`config.mk`:
```
export PLATFORM = sky130hd
export DESIGN_NAME = alu_misr16
export DESIGN_NICKNAME = d
export VERILOG_FILES = /design/src/rtl/alu_step_pkg.sv /design/src/rtl/alu_misr16.sv
export SDC_FILE = /design/constraint.sdc
export NUM_CORES = 1
export LEC_CHECK = 0
export ABC_AREA = 1
export BUFFER_PORTS_ARGS = -buffer_cell sky130_fd_sc_hd__buf_2
export CAP_MARGIN = 20
export CORE_MARGIN = 2
export CORE_UTILIZATION = 52
export CTS_BUF_LIST = sky130_fd_sc_hd__clkbuf_4 sky130_fd_sc_hd__clkbuf_8
export DETAILED_ROUTE_END_ITERATION = 7
export GPL_TIMING_DRIVEN = 0
export PLACE_DENSITY = 0.92
export SKIP_LAST_GASP = 1
export SLEW_MARGIN = 10
export SYNTH_ARGS = -nofsm -noshare
export SYNTH_HDL_FRONTEND = slang
export SYNTH_SLANG_ARGS = --single-unit
```
`constraint.sdc`:
```
create_clock -name clk -period 1.1 [get_ports clk]
set_input_delay 0.22 -clock clk [delete_from_list [all_inputs] [get_ports clk]]
set_output_delay 0.22 -clock clk [all_outputs]
set_load 0.02 [all_outputs]
```
`src/rtl/alu_step_pkg.sv`:
```
// Shared types and constants for the ALU response checker slice.
// Latency: n/a (package). Backpressure: n/a.
// Holds the default operand width, MISR polynomial/seed, FSM state enum and MISR step function.
package alu_step_pkg;

  localparam int          DEF_WIDTH = 4;
  localparam logic [15:0] MISR_POLY = 16'h1021;
  localparam logic [15:0] MISR_SEED = 16'hFFFF;

  typedef enum logic [1:0] {
    IDLE,
    RUN,
    DONE
  } state_t;

  // One MISR step: shift left, fold the polynomial back in when the MSB
  // falls out, then xor in the (zero-extended) response word.
  function automatic logic [15:0] misr_step(input logic [15:0] sig, input logic [15:0] din);
    logic [15:0] r;
    r = {sig[14:0], 1'b0};
    if (sig[15]) r = r ^ MISR_POLY;
    return r ^ din;
  endfunction

endpackage

```
`src/rtl/alu_misr16.sv`:
```
// 16-bit multiple-input signature register compacting DUT responses.
// Latency: signature reflects an enabled word one cycle after it is presented.
// Backpressure: none; en qualifies each word, idle cycles leave the signature unchanged.
// Ports: clk, rst (async, active-high), clr (reload SEED), en (absorb din), din[WIDTH-1:0], sig[15:0].
module alu_misr16
  import alu_step_pkg::*;
#(
  parameter int          WIDTH = DEF_WIDTH,
  parameter logic [15:0] SEED  = MISR_SEED
) (
  input  logic             clk,
  input  logic             rst,
  input  logic             clr,
  input  logic             en,
  input  logic [WIDTH-1:0] din,
  output logic [15:0]      sig
);

  always_ff @(posedge clk or posedge rst) begin
    if (rst) begin
      sig <= SEED;
    end else if (clr) begin
      sig <= SEED;
    end else if (en) begin
      sig <= misr_step(sig, 16'(din));
    end
  end

endmodule

```
Word-level counts from Yosys, hierarchy flattened
Cells that the tools add are included.

word-level totals
  flip-flop bits (word level) = 16
  bits in latches = 0
  bits in writable memories = 0
  memory bits (read-only) = 0
  input bits = 8
  output and inout port bits = 16
  logic and storage cells = 9
  memories = 0

operators by class
  $add $sub $neg = 0
  $mul = 0
  divide/modulo/power cells = 0
  magnitude comparators = 0
  equal/unequal tests = 0
  shift operators = 0
  multiplexer cells = 5
  bitwise gates (word level) = 2
  reduce and logical (&&, ||, !) cells = 1

operators by type and width
  cell                  count
  two-way mux 16 bit    4
  XOR 16 x 4 -> 16 bit  1
  two-way mux 13 bit    1
  inverter 3 bit        1
  nonzero test 2 bit    1

Depth between registers and ports, before layout
  depth in word-level cells = 7
  depth in mapped cells = 5
  mapped depth without buffers = 5

Least setup slack after synthesis
No wires, ideal clock.

  path kind = register -> register
  start = register sig[15]
  end = register sig[12]
  arrival = 839 ps
  data required time = 1023 ps
  slack = 184 ps
  stages on the path, launching flop included = 6
  buffers on the path = 0
  cells stage by stage = dfstp_2 > inv_2 > nand2_1 > nand2_1 > nand2_1 > nand2_1

on the way
  word-level cells in the longest chain between the ends = 6

RTL lines
  item                      RTL line            source
  start: declaration        alu_misr16.sv:16    output logic [15:0] sig
  start signal: assignment  alu_misr16.sv:25    sig <= misr_step(sig, 16'(din));
  two-way mux 13 bit        alu_step_pkg.sv:21  if (sig[15]) r = r ^ MISR_POLY;
  two-way mux 16 bit        alu_misr16.sv:24    end else if (en) begin
  two-way mux 16 bit        alu_misr16.sv:22    end else if (clr) begin
  XOR 16 x 4 -> 16 bit      alu_step_pkg.sv:22  return r ^ din;
  two-way mux 16 bit        alu_misr16.sv:24
  two-way mux 16 bit        alu_misr16.sv:22

Every way passes these cells. The select of a mux whose other input is x is not followed.
A chain may end at the register's enable or synchronous reset.

Final worst setup path
  start = register sig[15]
  end = output port sig[15]

No word-level cell between the ends.

==> run metrics <==
status finished with violations; violated checks negative setup slack; CTS Hold Bufs 0; core area between 0.001 and 0.0015 sq mm; Buf/Inv on CP 1; drt initial violations 8; CP Capture Type output pin; area of the multi-input gates approximately 300 sq um; Finished Cell Area about 0.0012 sq mm; clock-pin slew on the worst setup and hold paths roughly 0.09 ns; Final Util 80.6%; worst-margin pin slew between 0.5 and 0.6 ns; Clock Skew 0.00562 ns; FF+latch count, synth 16; die width between 40 and 50 um; f_max 845 MHz; Largest Register sig; largest net degree at the start of global routing 17; PwrDens about 1100 mW/mm^2; Critical R2R Capture sig[2]; Startpoint Class register; Placement Cell Area 936 sq um; final setup TNS -1.10 ns; CP Max Fanout 2; Worst Hold Class primary input to register; first-pass GRT wire length 3190 um; critical path cell sequence buf_6; DR WL/cell 12.6 um; WS Path Type register to output pin; worst hold start din[0]; Cells after Synth 95; Initial Utilization roughly 54%; initial antenna violation count 0; share of layout cells above drive strength 1 54.3%; residual DRC count 0; CP max stage cell dfstp_2; Synthesized Nets ~100; All-Layer GR Usage approximately 23%; relative slew slack between 60% and 70%; max-slew violation count 0; grt ovf 0; minimum hold slack roughly 0.23 ns; sequential cell area ~420 sq um; max FFs per register 16; Final Non-Filler Cells roughly 150; Final nets around 150; RSZ-0062 raised after global routing yes; Area contributors post-synth dfstp_2 53%, nand2_1 15%, a21oi_2 6.6%; Synth-to-Final Area Change 48.1%; Crit path max-delay family flip-flops; CTS tree done; Inst Count DP approximately 130; r2r startpoint sig[1]; root buf cell clkbuf_4; Largest regs sig x16; Peak supply drop about 0.7 mV; Hold Path Stages 5; WP data arrival about 0.96 ns; die area approximately 0.0019 sq mm; I/O pin count 24; final setup fails 16; Placer Congestion ~0.72; CTS H-tree depth 1; Hold EP sig[0]; final worst slack -0.0834 ns; number of port buffers 23; CP peak stage delay 0.56 ns; Mapped Area 801 sq um; n_diodes 0; Worst Reg-to-Reg Cells 7; Post-Syn Area per Cell 8.43 sq um; number of global-route vias before repair 760; clock sink total 16; final wirelength 1950 um; Rows 14; r2r setup slk 0.07 ns; vias per cell a little over 5; largest area contributor in the netlist dfstp_2; register area share after synthesis between 50% and 60%; vias between 700 and 800; Die H between 40 and 50 um; Leak around 0.6 nW; area share of the largest cell type after synthesis a little over half; fin crit share 108%; Yosys cell types 15; CTS max path bufs 2; Clock Latency Late Sink just under 0.3 ns; synth warn 0; max cap viols 0; post-DP HPWL about 1100 um; min Tclk post-route between 1 and 1.5 ns; WP data required between 0.8 and 0.9 ns; First-pass DRT Iterations 4; total CTS buffers 3; Post-DRT Antenna Nets 0; final hold viol count 0; fillers between 100 and 150
per-layer routing:
metal / vias up / share of wire [%] / global-route usage, %
met4: 0 / 0.62 / 5.45
met1: 378 / 38 / 26.5
li1: 384 / - / -
met2: 26 / 56 / 42.1
met5: - / 0 / 0
met3: 2 / 5.3 / 6.38
report_power, final:
part | internal [mW] | leakage [nW] | switching [mW]
clock network | 0.127 | 0.0138 | 0.175
logic | 0.160 | 0.421 | 0.177
registers | 0.647 | 0.169 | 0.0259
area by class of cell:
cell class	instances	area share, %
sequential	16	35.4
inverter	13	4.11
timing repair buffer	40	28.9
buffer	3	2.32
multi-input combinational	63	25.6
clock buffer	3	1.90
tap	16	1.69
kinds of logic after synthesis:
| kind of cell | Yosys count | synth area share [%] |
|---|---|---|
| simple gates | 51 | 27.7 |
| buf+inv | 16 | 9.53 |
| compound gates | 12 | 10.3 |
| flops | 16 | 52.5 |
cell usage in the layout (no fill, tap or decap):
cell	n
a21oi_1	3
o21ai_1	3
nand3_1	3
inv_1	10
nand2_1	32
nor2_1	9
a21oi_2	6
buf_2	8
nor2_2	1
dfstp_2	16
clkbuf_4	3
nor3_1	3
buf_6	18
buf_4	17
inv_2	3
nor3_2	2
nand2_4	1
stage by stage:
stage / setup slack (ns) / power, mW
after floorplan: 0.184 / 0.842
after global routing: -0.113 / 1.37
after global placement: 0.157 / 0.908
after detailed placement: 0.155 / 0.915
after CTS: -0.0880 / 1.30
final: -0.0834 / 1.31
synth_stat cells:
master   count
a21oi_1      3
a21oi_2      6
buf_2        1
buf_6        2
dfstp_2     16
inv_1       10
inv_2        3
nand2_1     32
nand2_4      1
nand3_1      3
nor2_1       9
nor2_2       1
nor3_1       3
nor3_2       2
o21ai_1      3
how the worst max path moves through the flow:
stage	from	endpoint	slack, ns	cells past startpoint
after floorplan	sig[15]	sig[12]	0.18	5
after global placement	sig[15]	sig[15]	0.16	1
after detailed placement	sig[15]	sig[15]	0.16	1
after CTS	sig[14]	sig[14]	-0.09	1
after global routing	sig[15]	sig[15]	-0.11	1
final	sig[15]	sig[15]	-0.08	1
repair_timing:
item / CTS / global route
endpoints found under the setup margin: 16 / 16
gates resized for setup: 32 / 0
buffers inserted: 15 / 2
(Power assumes the default switching activity.)
